[src/rtl/ram_access_arbiter.sv]
// Single-port 16x8 RAM shared between the CPU core and a host loader port.
// Fixed CPU priority with host anti-starvation, a host lock, and a sequenced clear sweep.
module ram_access_arbiter #(
    parameter int DEPTH        = 16,
    parameter int AW           = 4,
    parameter int STARVE_LIMIT = 3
) (
    input  logic          clk_i,
    input  logic          rst_ni,
    input  logic          cpu_req_i,
    input  logic          cpu_we_i,
    input  logic [AW-1:0] cpu_addr_i,
    input  logic [7:0]    cpu_wdata_i,
    output logic          cpu_gnt_o,
    output logic          cpu_rvalid_o,
    output logic [7:0]    cpu_rdata_o,
    input  logic          host_req_i,
    input  logic          host_we_i,
    input  logic [AW-1:0] host_addr_i,
    input  logic [7:0]    host_wdata_i,
    output logic          host_gnt_o,
    output logic          host_rvalid_o,
    output logic [7:0]    host_rdata_o,
    input  logic          host_lock_i,
    output logic          cpu_stall_o,
    input  logic          clr_start_i,
    output logic          clr_busy_o
);

    typedef enum logic [1:0] {IDLE, ACCESS, CLEAR} state_e;
    typedef enum logic {OWN_CPU, OWN_HOST} owner_e;

    localparam logic [3:0]    STARVE_MAX = 4'(STARVE_LIMIT);
    localparam logic [AW-1:0] CLR_LAST   = AW'(DEPTH - 1);

    state_e        state_q, state_d;
    owner_e        owner_q, owner_d;
    logic          we_q, we_d;
    logic [AW-1:0] addr_q, addr_d;
    logic [7:0]    wdata_q, wdata_d;
    logic [3:0]    starve_q, starve_d;
    logic [AW-1:0] clr_ptr_q, clr_ptr_d;
    logic          host_win, cpu_win;

    logic [7:0]    mem_q [DEPTH];
    logic          cpu_rvalid_q, host_rvalid_q;
    logic [7:0]    cpu_rdata_q, host_rdata_q;

    always_ff @(posedge clk_i or negedge rst_ni) begin
        if (!rst_ni) begin
            state_q   <= IDLE;
            owner_q   <= OWN_CPU;
            we_q      <= 1'b0;
            addr_q    <= '0;
            wdata_q   <= '0;
            starve_q  <= '0;
            clr_ptr_q <= '0;
        end else begin
            state_q   <= state_d;
            owner_q   <= owner_d;
            we_q      <= we_d;
            addr_q    <= addr_d;
            wdata_q   <= wdata_d;
            starve_q  <= starve_d;
            clr_ptr_q <= clr_ptr_d;
        end
    end

    // Host wins when locked, when starved, or when the CPU is not asking; a lock blocks the CPU outright.
    always_comb begin
        state_d   = state_q;
        owner_d   = owner_q;
        we_d      = we_q;
        addr_d    = addr_q;
        wdata_d   = wdata_q;
        starve_d  = starve_q;
        clr_ptr_d = clr_ptr_q;
        host_win  = 1'b0;
        cpu_win   = 1'b0;
        case (state_q)
            IDLE: begin
                if (clr_start_i) begin
                    state_d   = CLEAR;
                    clr_ptr_d = '0;
                end else begin
                    host_win = host_req_i &&
                               (host_lock_i || !cpu_req_i || (starve_q == STARVE_MAX));
                    cpu_win  = cpu_req_i && !host_lock_i && !host_win;
                end
                if (!host_req_i || host_win) begin
                    starve_d = '0;
                end else if (cpu_win && (starve_q != STARVE_MAX)) begin
                    starve_d = starve_q + 4'd1;
                end
                if (host_win) begin
                    state_d = ACCESS;
                    owner_d = OWN_HOST;
                    we_d    = host_we_i;
                    addr_d  = host_addr_i;
                    wdata_d = host_wdata_i;
                end else if (cpu_win) begin
                    state_d = ACCESS;
                    owner_d = OWN_CPU;
                    we_d    = cpu_we_i;
                    addr_d  = cpu_addr_i;
                    wdata_d = cpu_wdata_i;
                end
            end
            ACCESS: begin
                state_d = IDLE;
            end
            CLEAR: begin
                if (clr_ptr_q == CLR_LAST) begin
                    state_d   = IDLE;
                    clr_ptr_d = '0;
                end else begin
                    clr_ptr_d = clr_ptr_q + 1'b1;
                end
            end
            default: state_d = IDLE;
        endcase
    end

    always_comb begin
        cpu_gnt_o  = 1'b0;
        host_gnt_o = 1'b0;
        clr_busy_o = 1'b0;
        case (state_q)
            ACCESS: begin
                cpu_gnt_o  = (owner_q == OWN_CPU);
                host_gnt_o = (owner_q == OWN_HOST);
            end
            CLEAR:   clr_busy_o = 1'b1;
            default: ;
        endcase
        cpu_stall_o = host_lock_i | clr_busy_o;
    end

    // RAM is held in flops so that reset can zero every entry at once.
    always_ff @(posedge clk_i or negedge rst_ni) begin
        if (!rst_ni) begin
            for (int i = 0; i < DEPTH; i++) begin
                mem_q[i] <= '0;
            end
            cpu_rvalid_q  <= 1'b0;
            host_rvalid_q <= 1'b0;
            cpu_rdata_q   <= '0;
            host_rdata_q  <= '0;
        end else begin
            cpu_rvalid_q  <= 1'b0;
            host_rvalid_q <= 1'b0;
            if (state_q == ACCESS) begin
                if (we_q) begin
                    mem_q[addr_q] <= wdata_q;
                end else if (owner_q == OWN_CPU) begin
                    cpu_rvalid_q <= 1'b1;
                    cpu_rdata_q  <= mem_q[addr_q];
                end else begin
                    host_rvalid_q <= 1'b1;
                    host_rdata_q  <= mem_q[addr_q];
                end
            end else if (state_q == CLEAR) begin
                mem_q[clr_ptr_q] <= '0;
            end
        end
    end

    assign cpu_rvalid_o  = cpu_rvalid_q;
    assign cpu_rdata_o   = cpu_rdata_q;
    assign host_rvalid_o = host_rvalid_q;
    assign host_rdata_o  = host_rdata_q;

endmodule
[config.mk]
export PLATFORM = sky130hd
export DESIGN_NAME = ram_access_arbiter
export DESIGN_NICKNAME = d
export VERILOG_FILES = /design/src/rtl/ram_access_arbiter.sv
export SDC_FILE = /design/constraint.sdc
export NUM_CORES = 1
export LEC_CHECK = 0
export CORE_MARGIN = 3
export CORE_UTILIZATION = 27
export DETAILED_ROUTE_END_ITERATION = 6
export HOLD_SLACK_MARGIN = 0.03
export PLACE_DENSITY = 0.52
export SYNTH_ARGS = -nofsm -noshare
export SYNTH_HDL_FRONTEND = slang
export SYNTH_SLANG_ARGS = --single-unit
[constraint.sdc]
create_clock -name clk_i -period 1.9 [get_ports clk_i]
set_clock_uncertainty 0.2 [all_clocks]
set_input_delay 0.285 -clock clk_i [delete_from_list [all_inputs] [get_ports clk_i]]
set_output_delay 0.285 -clock clk_i [all_outputs]
set_load 0.01 [all_outputs]
# [Yosys cells after proc, flatten, opt, wreduce, memory -nomap -nowiden]
# Cells that the tools add are included.
# Widths: inputs -> output; s select.
[word_totals] register_bits=170 out_inout_bits=22 word_cells=116
[classes] magnitude_cmp=4 n_eq_ne=9 n_reduce_logical=25 n_addsub=2 mux=42 bitwise=7
[ops] op="$mux 128" n=3
[ops] op="$and 128x128->128" n=1
[ops] op="$bwmux 128" n=1
[ops] op="$not 128->128" n=1
[ops] op="$demux 8 s4" n=2
[ops] op="$mux 8" n=6
[ops] op="$bmux 8 s4" n=1
[ops] op="$mux 4" n=6
[ops] op="$mux 1" n=17
[ops] op="$ge 5x5->1 const B" n=2
[ops] op="$lt 5x1->1 const B" n=2
[ops] op="$not 4->5" n=2
[ops] op="$reduce_and 2->1" n=5
[ops] op="$add 4x1->4 const B" n=2
[ops] op="$mux 2" n=4
[ops] op="$pmux 4 s2" n=1
[ops] op="$reduce_bool 2->1" n=4
[ops] op="$logic_and 1x1->1" n=6
[ops] op="$ne 2x2->1 const B" n=3
[ops] op="$reduce_and 3->1" n=2
[ops] op="$eq 4x2->1 const B" n=1
[ops] op="$eq 4x4->1 const B" n=1
[ops] op="$logic_not 1->1" n=4
[ops] op="$ne 4x2->1 const B" n=1
[ops] op="8 further kinds" n=11

# [Longest topological paths before layout]
# Gate-level depths: netlist of run 1.
[logic_depth] ltp_word=11 ltp_mapped=7 depth_no_buf=5

# [Worst setup path after synthesis of run 1]
# No wires, ideal clock.
[synth_timing] kind="flip-flop to flip-flop" startpoint="reg starve_q[0]" endpoint="reg addr_q[0]" setup_slack_ns=-0.015 stages_incl_launch_ff=8 t_required_ns=1.574 synth_period_minus_slack_ns=1.915 t_arrival_ns=1.589 setup_ns=0.126 cell_sequence="dfrtp_1 > ha_1 > nor3b_1 > o211a_1 > buf_2 > buf_2 > mux2i_1 > a21oi_1"
[synth_via] elab_chain_cells=9 word_cells_on_any_way=12 cone_classes="1 x eq/ne; 5 x mux; 6 x reduce/logical"
[synth_rtl] element="start: declaration" line="41" rtl="logic [3:0] starve_q, starve_d;"
[synth_rtl] element="start signal: assignment" line="64" rtl="starve_q <= starve_d;"
[synth_rtl] element="$eq 4x2->1 (*)" line="87" rtl="(host_lock_i || !cpu_req_i || (starve_q == STARVE_MAX));"
[synth_rtl] element="$logic_or 1x1->1 (*)" line="87"
[synth_rtl] element="$logic_and 1x1->1 (*)" line="86" rtl="host_win = host_req_i &&"
[synth_rtl] element="$logic_not 1->1" line="88" rtl="cpu_win = cpu_req_i && !host_lock_i && !host_win;"
[synth_rtl] element="$logic_and 1x1->1" line="88"
[synth_rtl] element="$mux 1" line="82" rtl="if (clr_start_i) begin"
[synth_rtl] element="$mux 1" line="80" rtl="case (state_q)"
[synth_rtl] element="$reduce_bool 2->1 (no line)"
[synth_rtl] element="$reduce_and 2->1 (no line)"
[synth_rtl] element="end signal: assignment" line="62" rtl="addr_q <= addr_d;"
[synth_rtl] element="end: declaration" line="39" rtl="logic [AW-1:0] addr_q, addr_d;"
# Mark *: on every way between the ends. The rest lies on a longest branch, timed or not. The select of a mux whose other input is x is not followed.
# A chain may end at the register's enable or synchronous reset.

# [Worst setup path after layout of run 1]
[layout_timing] startpoint="reg addr_q[0]" endpoint="reg cpu_rdata_q[1] (netlist: cpu_rdata_o[1])"
[layout_via] elab_chain_cells=4
[layout_rtl] element="$not 4->5 (not written as such)" line="157" rtl="cpu_rdata_q <= mem_q[addr_q];"
[layout_rtl] element="$bmux 8 s4" line="157"
[layout_rtl] element="$mux 8 (not written as such) (2 in series)" line="157"
[layout_rtl] element="end signal: assignment" line="157"
[layout_rtl] element="end: declaration" line="47" rtl="logic [7:0] cpu_rdata_q, host_rdata_q;"
# Every way passes these cells. The select of a mux whose other input is x is not followed.

==> run_results.csv, run 1 <==
group,metric,value,unit
outcome,outcome,"finished, violations left",
outcome,violations,"negative setup slack",
power_and_ir_drop,p_per_area,1210,nW/um2
route,drtIter0Drc,402,
worst_setup_path,cp_num_buf_inv,1,
sta,slew_headroom,0.738,
min_path,hp-class,"in2async",
route,viasPerCell,5.14,
final_layout,fin_cells,1181,
worst_setup_path,cp_top_family,"multiplexers",
worst_setup_path,cpPeakStageDelay,520,ps
clock_tree,ctsHtreeMaxLevel,4,
yosys,netlist_area,8040,um2
placement,placed_cells,1131,
yosys,syn_nets,681,
sta,worst_slack,-129,ps
final_layout,n_antenna_cell,0,
route,vias,6071,
route,wl,23.9,mm
placement,hpwlAfterDp,16.3,mm
sta,worst_pin_slew,391,ps
sta,hold_viol,0,
worst_setup_path,critPathLaunchType,"register",
final_layout,fillers,2795,
yosys,synth.yosys.seq_area_share,0.529,
worst_setup_path,cp-startpoint,"addr_q[0]",
worst_setup_path,crit_path_end,"cpu_rdata_o[1]",
worst_setup_path,crit_fanout,6,
worst_setup_path,critPathArrivalTime,2140,ps
route,ant_nets,0,
clock_tree,clock_sinks,170,
power_and_ir_drop,power.leakage,5.11,nW
yosys,yosys.cell_types.count,53,
yosys,yosys_warnings,0,
worst_setup_path,r2r-start,"addr_q[0]",
worst_setup_path,rr_worst_depth,5,
worst_setup_path,path_depth,5,
final_layout,final_net_count,821,
placement,port_buffers,53,
floorplanning,start_util,0.277,
floorplanning,dieWidth,179,um
global_routing,grt_max_degree,60,
sta,rsz0062_at_grt,"yes",
sta,setup_viol,24,
floorplanning,fp.dieH,179,um
clock_tree,clk_path_buf_depth,2,
clock_tree,cts_tree,"built",
final_layout,final_cell_mix,"165 x dfrtp_1, 131 x a22o_1, 77 x buf_4, 44 x mux2i_1, 44 x clkdlybuf4s50_1",
worst_setup_path,crit_slowest_cell,"mux4_2",
power_and_ir_drop,max-vdd-ir-drop,0.707,mV
yosys,synth-async-reset-ratio,1.00,
worst_setup_path,crit_chain,"clkbuf_16 > mux4_2 > mux2_4 > a22oi_2 > nand2_1",
final_layout,area_growth,37.4,%
worst_setup_path,r2r_end,"cpu_rdata_o[1]",
final_layout,final_layout_size_suffix_gt1_frac,0.332,
power_and_ir_drop,power,0.0133,W
final_layout,layout_commonest_cell,"dfrtp_1",
global_routing,track_usage,0.151,
yosys,synth-edff-count,0,
sta,fin_crit_sh,1.07,
worst_setup_path,worstSetupEndpointType,"register",
placement,detailedPlace.worstSlack,-191,ps
global_routing,grt_antenna_before_repair,0,
worst_setup_path,timing.reg2reg.setup_slack,-130,ps
route,wl_per_cell,20.2,um
route,detail_route.first_pass.iterations,5,
worst_setup_path,cp.required,2010,ps
floorplanning,core,29000,um2
global_routing,grt-ovfl-total,0,
clock_tree,clkTransAtPathRegs,70,ps
sta,max_freq,0.493,GHz
floorplanning,dieArea,31900,um2
clock_tree,root_buffer,"clkbuf_16",
yosys,ys_seq_elements,170,
sta,report.final.slew_viol_count,0,
yosys,synthCells,644,
yosys,syn_area_per_cell,12.5,um2
worst_setup_path,worstSetupPathType,"reg2reg",
clock_tree,insertion_delay,420,ps
route,drc,0,
global_routing,grt_pass1_vias,6200,
yosys,synth_ff_type,"dfrtp_1",
floorplanning,rows,62,
clock_tree,numCtsBuffers,17,
placement,gp_congestion,0.819,
sta,fin_crit,2030,ps
floorplanning,io_pins,54,
global_routing,grt_pass1_wl,37.1,mm
flow_run,max_cap_viol_count,0,
sta,tns,-1950,ps
cell usage after synthesis (2+ instances only):
cell	count	area, um2
clkbuf_1	12	45.0
a21oi_1	13	65.1
a22oi_1	32	240
and3_1	5	31.3
a32o_1	7	70.1
nor3_1	3	15.0
a32oi_1	2	17.5
a31oi_2	4	50.1
nor4_4	2	42.5
buf_4	13	97.6
mux2_2	8	90.1
or2_2	2	12.5
o21ai_2	3	26.3
a31oi_1	2	12.5
nand2_1	35	131
mux2i_1	45	450
and2_1	3	18.8
nor3_2	3	30.0
nand3_1	22	110
o21ai_0	5	25.0
nor2_1	25	93.8
o31ai_1	2	15.0
inv_1	10	37.5
ha_1	5	62.6
nor2_4	3	33.8
nor2b_1	8	50.1
nand2b_1	6	37.5
o2bb2ai_1	2	17.5
buf_1	10	37.5
mux4_2	16	360
a22o_1	131	1150
and4bb_2	2	25.0
dfrtp_1	170	4250
buf_2	13	65.1
nor3_4	2	32.5
metrics by stage:
step                      cell area, um2  utilization  hold slack, ps
final                              11000        0.381             111
after global routing               11000        0.381             138
after CTS                          10600        0.367             116
after detailed placement            9770        0.337           -10.6
after global placement              9770        0.337           -5.19
after floorplan                     8040            -            -211
final cells by class:
type | instances | area [um2] | area share
flip-flops and latches | 170 | 4260 | 0.386
multi-input cells | 416 | 3880 | 0.352
repair buffers | 169 | 1790 | 0.162
clock buffers | 21 | 480 | 0.0435
well taps | 384 | 480 | 0.0435
clock inverters | 11 | 109 | 0.00986
inverters | 10 | 37.5 | 0.00340
registers in the layout, indices dropped and copies added (netlist names):
name	cells
addr_q	4
we_q	1
starve_q	4
host_rdata_o	8
owner_q	1
host_rvalid_o	1
cpu_rdata_o	8
wdata_q	8
mem_q	128
cpu_rvalid_o	1
state_q	2
clr_ptr_q	4
logic make-up (layout without fill, tap and decap cells):
logic type                 Yosys count  count (layout)  share of synthesized area
buffers and inverters               58             211                     0.0352
and+or+nand+nor                    133             133                     0.0997
muxes                               69              69                      0.112
DFF                                170             170                      0.529
AOI/OAI and AO/OA                  209             209                      0.216
adders and majority gates            5               5                    0.00779
power breakdown:
group / switching (W) / total (W) / leakage (nW) / internal, W
Combinational: 0.00309 / 0.00555 / 2.51 / 0.00246
Clock: 0.00153 / 0.00350 / 0.284 / 0.00197
Sequential: 0.000356 / 0.00431 / 2.32 / 0.00395
how the worst min path moves through the flow:
stage                     startpoint         endpoint  cells after the start
final                         rst_ni        mem_q[93]                      2
after global routing          rst_ni        mem_q[93]                      2
after CTS                     rst_ni        mem_q[93]                      2
after detailed placement      rst_ni        mem_q[93]                      1
after global placement        rst_ni  host_rdata_o[4]                      1
after floorplan               rst_ni        addr_q[0]                      0
per-layer routing:
layer	track usage	vias to the layer above	part of all wire
met1	0.213	3147	0.47
met2	0.239	139	0.48
met4	0.0471	0	0.019
met5	0	-	0
li1	-	2760	-
met3	0.0226	25	0.038
what timing repair did:
item                                    4_1_cts  5_1_grt
pin swaps                                     3       28
endpoints found under the setup margin      140      156
gates resized for setup                      63       63
cloned                                        0        5
setup buffers                                 5        7
hold buffers                                  1        0
hold endpoints to repair                    170        0
Note: power is estimated with default switching activity, not from simulation.
==> inputs of run 2 (changes only) <==
- TNS_END_PERCENT: unset -> 50
==> run 2 against run 1 <==
- the run still ends with negative setup slack left
- design area down 0.28%
- register-to-register slack about the same
- sequential power about the same
- combinational power about the same
- maximum frequency down 0.15%
- clock-buffer cell count unchanged
- critical endpoint unchanged
==> run_results.csv, run 2 (synthesis gave the netlist of run 1 again) <==
group,metric,value,unit
placement,port_buffers,53,
global_routing,grt_pass1_wl,37.1,mm
placement,hpwlAfterDp,16.3,mm
worst_setup_path,critPathLaunchType,"register",
clock_tree,root_buffer,"clkbuf_16",
global_routing,track_usage,0.151,
final_layout,final_layout_size_suffix_gt1_frac,0.329,
power_and_ir_drop,power.leakage,5.10,nW
worst_setup_path,cp-startpoint,"addr_q[0]",
placement,gp_congestion,0.819,
route,detail_route.first_pass.iterations,6,
sta,fin_crit,2030,ps
global_routing,grt_antenna_before_repair,0,
clock_tree,cts_tree,"built",
sta,hold_ws,110,ps
final_layout,fin_area,11000,um2
worst_setup_path,rr_worst_depth,5,
final_layout,n_antenna_cell,0,
route,ant_nets,0,
worst_setup_path,crit_chain,"clkbuf_16 > mux4_2 > mux2_4 > a22oi_2 > nand2_1",
clock_tree,insertion_delay,430,ps
min_path,hp-class,"in2async",
power_and_ir_drop,p_sw_frac,0.373,
floorplanning,io_pins,54,
sta,max_freq,0.492,GHz
power_and_ir_drop,p_seq_frac,0.322,
global_routing,grt_max_degree,60,
final_layout,final_net_count,820,
power_and_ir_drop,p_per_area,1210,nW/um2
worst_setup_path,crit_slowest_cell,"mux4_2",
sta,tns,-2780,ps
worst_setup_path,crit_path_end,"cpu_rdata_o[1]",
final_layout,largest-register,"mem_q",
route,drtIter0Drc,448,
floorplanning,fp.dieH,179,um
flow_run,max_cap_viol_count,0,
sta,slew_headroom,0.747,
floorplanning,dieWidth,179,um
global_routing,grt-ovfl-total,0,
global_routing,grt_pass1_vias,6186,
sta,rsz0062_at_grt,"yes",
clock_tree,numCtsBuffers,17,
final_layout,multi_input_area,3890,um2
outcome,violations,"negative setup slack",
floorplanning,rows,62,
power_and_ir_drop,comb_power_share,0.415,
placement,placed_cells,1131,
final_layout,layout_commonest_cell,"dfrtp_1",
worst_setup_path,timing.reg2reg.setup_slack,-130,ps
route,vias,6068,
floorplanning,core,29000,um2
worst_setup_path,cp_num_buf_inv,1,
sta,hold_viol,0,
final_layout,regArea,4260,um2
sta,worst_slack,-132,ps
route,wl_per_cell,20.3,um
final_layout,fin_cells,1180,
worst_setup_path,r2r-start,"addr_q[0]",
worst_setup_path,cp.required,2010,ps
sta,fin_crit_sh,1.07,
power_and_ir_drop,p_int,0.00836,W
sta,setup_viol,32,
final_layout,largest_reg_flops,128,
sta,report.final.slew_viol_count,0,
floorplanning,start_util,0.277,
worst_setup_path,crit_fanout,6,
worst_setup_path,path_depth,5,
outcome,outcome,"finished, violations left",
power_and_ir_drop,power,0.0133,W
power_and_ir_drop,pwr-share-clk,0.262,
worst_setup_path,worstSetupEndpointType,"register",
route,drc,0,
final_layout,fillers,2790,
final_layout,final_cell_mix,"166 x dfrtp_1, 131 x a22o_1, 82 x buf_4, 44 x mux2i_1, 44 x clkdlybuf4s50_1",
worst_setup_path,r2r_end,"cpu_rdata_o[1]",
clock_tree,clkTransAtPathRegs,70,ps
clock_tree,clk_path_buf_depth,2,
power_and_ir_drop,max-vdd-ir-drop,0.713,mV
final_layout,area_growth,37.1,%
route,wl,24.0,mm
power_and_ir_drop,p_sw,0.00498,W
worst_setup_path,cp_top_family,"multiplexers",
worst_setup_path,critPathArrivalTime,2150,ps
route,viasPerCell,5.14,
clock_tree,clock_sinks,170,
floorplanning,dieArea,31900,um2
clock_tree,ctsHtreeMaxLevel,4,
placement,placed_area,9770,um2
sta,worst_pin_slew,378,ps
worst_setup_path,cpPeakStageDelay,520,ps
worst_setup_path,worstSetupPathType,"reg2reg",
[run 2: changes by cell type in the layout (fill, tap and decap cells not counted), moves of 2 or more]
cell / previous run / this run
buf_6: 15 / 7
buf_4: 77 / 82
buf_2: 1 / 3
o21ai_2: 3 / 1
[run 2: cell type report]
cell class                 count  share of cell area
clock buffer                  21              0.0436
clock inverter                11             0.00988
inverter                      10             0.00341
multi-input combinational    416               0.353
sequential                   170               0.387
tap                          384              0.0436
timing repair buffer         168               0.160
[run 2: how the worst min path moves through the flow]
stage | startpoint | to | slack [ps] | cells after the start
floorplan | rst_ni | addr_q[0] | -210 | 0
global placement | rst_ni | host_rdata_o[4] | -5 | 1
detailed placement | rst_ni | mem_q[93] | -10 | 1
CTS | rst_ni | mem_q[93] | 120 | 2
global route | rst_ni | mem_q[93] | 140 | 2
finish | rst_ni | mem_q[93] | 110 | 2
[run 2: metrics by stage]
step            util  setup WS (ps)
2_1_floorplan      -           47.5
4_1_cts        0.365           -137
3_3_place_gp   0.337           -196
3_5_place_dp   0.337           -191
5_1_grt        0.380           -184
6_report       0.380           -132
[run 2: routing by layer]
metal / track usage / part of all wire / routed length, um
met1: 0.214 / 0.47 / 11200
met2: 0.238 / 0.47 / 11400
met5: 0 / 0 / 0
met4: 0.0471 / 0.019 / 451
met3: 0.0226 / 0.041 / 980
[run 2: timing repair]
action                                  CTS  global route
gates resized for setup                  59            60
hold buffers                              1             0
gates cloned                              0             5
endpoints found under the setup margin  140           152
buffers inserted                          4             7
hold endpoints to repair                170             0
pin swaps                                 2            47
[run 2: power by group through the flow]
stage	clock network [W]	registers, W	logic, W
5_1_grt	0.00372	0.00436	0.00589
3_3_place_gp	0	0.00432	0.00479
3_5_place_dp	0	0.00433	0.00480
6_report	0.00350	0.00430	0.00554
4_1_cts	0.00356	0.00425	0.00505
2_1_floorplan	0	0.00420	0.00272
==> inputs of run 3 (changes only) <==
- CELL_PAD_IN_SITES_DETAIL_PLACEMENT: unset -> 1
- CELL_PAD_IN_SITES_GLOBAL_PLACEMENT: unset -> 1
- HOLD_SLACK_MARGIN: 0.03 -> unset
- PLACE_DENSITY: 0.52 -> 0.59
==> run 3 against run 2 <==
- die area is the same
- non-clock buffer count grew 18
- sequential cell count is the same
- critical endpoint is now host_rdata_o[4]
- the run still ends with negative setup slack left
- power grew 4.9%
- design area grew 3.1%
- final cell count grew 1.5%
- register-to-register slack lost 30 ps
- core utilization grew 1.2 points
- worst setup slack lost 31 ps
- first-iteration DRC count shrank 26%
- maximum frequency shrank 1.5%
==> run_results.csv, run 3 (synthesis gave the netlist of run 1 again) <==
group,metric,value,unit
floorplanning,io_pins,54,
route,wl_per_cell,23.6,um
final_layout,largest_reg_flops,128,
global_routing,grt_pass1_vias,6928,
sta,worst_pin_slew,479,ps
min_path,hp-class,"in2async",
power_and_ir_drop,power,0.0140,W
final_layout,largest-register,"mem_q",
global_routing,track_usage,0.177,
power_and_ir_drop,power.leakage,5.35,nW
placement,placed_cells,1138,
sta,fin_crit,2060,ps
floorplanning,core,29000,um2
clock_tree,clk_path_buf_depth,2,
clock_tree,numCtsBuffers,17,
global_routing,grt_pass1_wl,42.6,mm
floorplanning,fp.dieH,179,um
worst_setup_path,critPathLaunchType,"register",
route,drtIter0Drc,331,
placement,hpwlAfterDp,18.7,mm
outcome,outcome,"finished, violations left",
sta,fin_crit_sh,1.09,
sta,max_freq,0.485,GHz
worst_setup_path,crit_fanout,8,
sta,slew_headroom,0.681,
sta,rsz0062_at_grt,"yes",
outcome,violations,"negative setup slack",
clock_tree,root_buffer,"clkbuf_16",
final_layout,final_layout_size_suffix_gt1_frac,0.364,
global_routing,grt-ovfl-total,0,
final_layout,n_antenna_cell,0,
floorplanning,start_util,0.277,
final_layout,final_net_count,838,
route,wl,28.2,mm
power_and_ir_drop,max-vdd-ir-drop,0.736,mV
clock_tree,clock_sinks,170,
global_routing,grt_antenna_before_repair,0,
final_layout,final_util,0.391,
floorplanning,dieWidth,179,um
flow_run,max_cap_viol_count,0,
final_layout,final_cell_mix,"167 x dfrtp_1, 131 x a22o_1, 90 x buf_4, 37 x clkdlybuf4s50_1, 35 x mux2i_1",
clock_tree,ctsHtreeMaxLevel,4,
route,vias,6356,
sta,tns,-6610,ps
final_layout,area_growth,41.3,%
placement,gp_congestion,0.862,
placement,port_buffers,53,
worst_setup_path,critPathArrivalTime,2190,ps
final_layout,fin_cells,1198,
sta,hold_viol,0,
route,ant_nets,0,
global_routing,grt_max_degree,51,
route,drc,0,
clock_tree,cts_tree,"built",
worst_setup_path,worstSetupPathType,"reg2reg",
final_layout,fillers,3079,
final_layout,layout_commonest_cell,"dfrtp_1",
worst_setup_path,cp.required,2030,ps
worst_setup_path,worstSetupEndpointType,"register",
sta,report.final.slew_viol_count,0,
route,viasPerCell,5.31,
floorplanning,dieArea,31900,um2
sta,hold_ws,136,ps
clock_tree,insertion_delay,450,ps
power_and_ir_drop,p_per_area,1230,nW/um2
sta,setup_viol,113,
route,detail_route.first_pass.iterations,5,
floorplanning,rows,62,
clock_tree,clkTransAtPathRegs,70,ps
sta,worst_slack,-162,ps
[run 3: area by class of cell]
class | count | area (um2) | share of cell area
Multi-Input combinational cell | 416 | 4020 | 0.354
Inverter | 10 | 37.5 | 0.00331
Clock buffer | 17 | 425 | 0.0375
Tap cell | 384 | 480 | 0.0423
Clock inverter | 15 | 178 | 0.0156
Sequential cell | 170 | 4260 | 0.375
Timing Repair Buffer | 186 | 1960 | 0.173
[run 3: worst paths after layout]
path	start	end	slack, ps	depth (start not counted)
worst min-delay path	rst_ni	mem_q[99]	140	2
worst max-delay path	addr_q[0]	host_rdata_o[4]	-160	5
worst max register to register	addr_q[0]	host_rdata_o[4]	-160	5
worst min register to register	mem_q[63]	mem_q[63]	300	1
min in group clk_i	host_addr_i[3]	addr_q[3]	250	3
max in group asynchronous	rst_ni	mem_q[59]	740	3
[run 3: timing repair]
item,4_1_cts,5_1_grt
gates cloned,1,5
hold buffers,1,0
setup buffers,8,15
setup endpoints to repair,159,173
endpoints found under the hold margin,170,0
resized for setup,96,68
pin swaps,15,74
[run 3: metal layers]
metal	vias to the layer above	part of all wire	wire length (um)	global-route usage
met5	-	0	0	0
met4	0	0.020	576	0.0532
met3	31	0.027	761	0.0270
met2	130	0.51	14400	0.298
met1	3398	0.44	12500	0.235
li1	2797	-	-	-
[run 3: power breakdown]
| part | internal (W) | switching [W] |
|---|---|---|
| Combinational | 0.00271 | 0.00325 |
| Clock | 0.00189 | 0.00173 |
| Sequential | 0.00394 | 0.000472 |
[run 3: stage by stage]
step,setup slack (ps),cell area (um2)
floorplan,47.5,8040
global placement,-278,9820
detailed placement,-324,9820
CTS,-133,10900
global route,-195,11400
finish,-162,11400
[run 3: worst max-delay path, cell delays in order, from the launching register on]
cell and delay [ps]:
dfrtp_2 490, clkbuf_16 220, mux4_2 530, mux2_4 320, a22oi_2 130, nand2_1 70
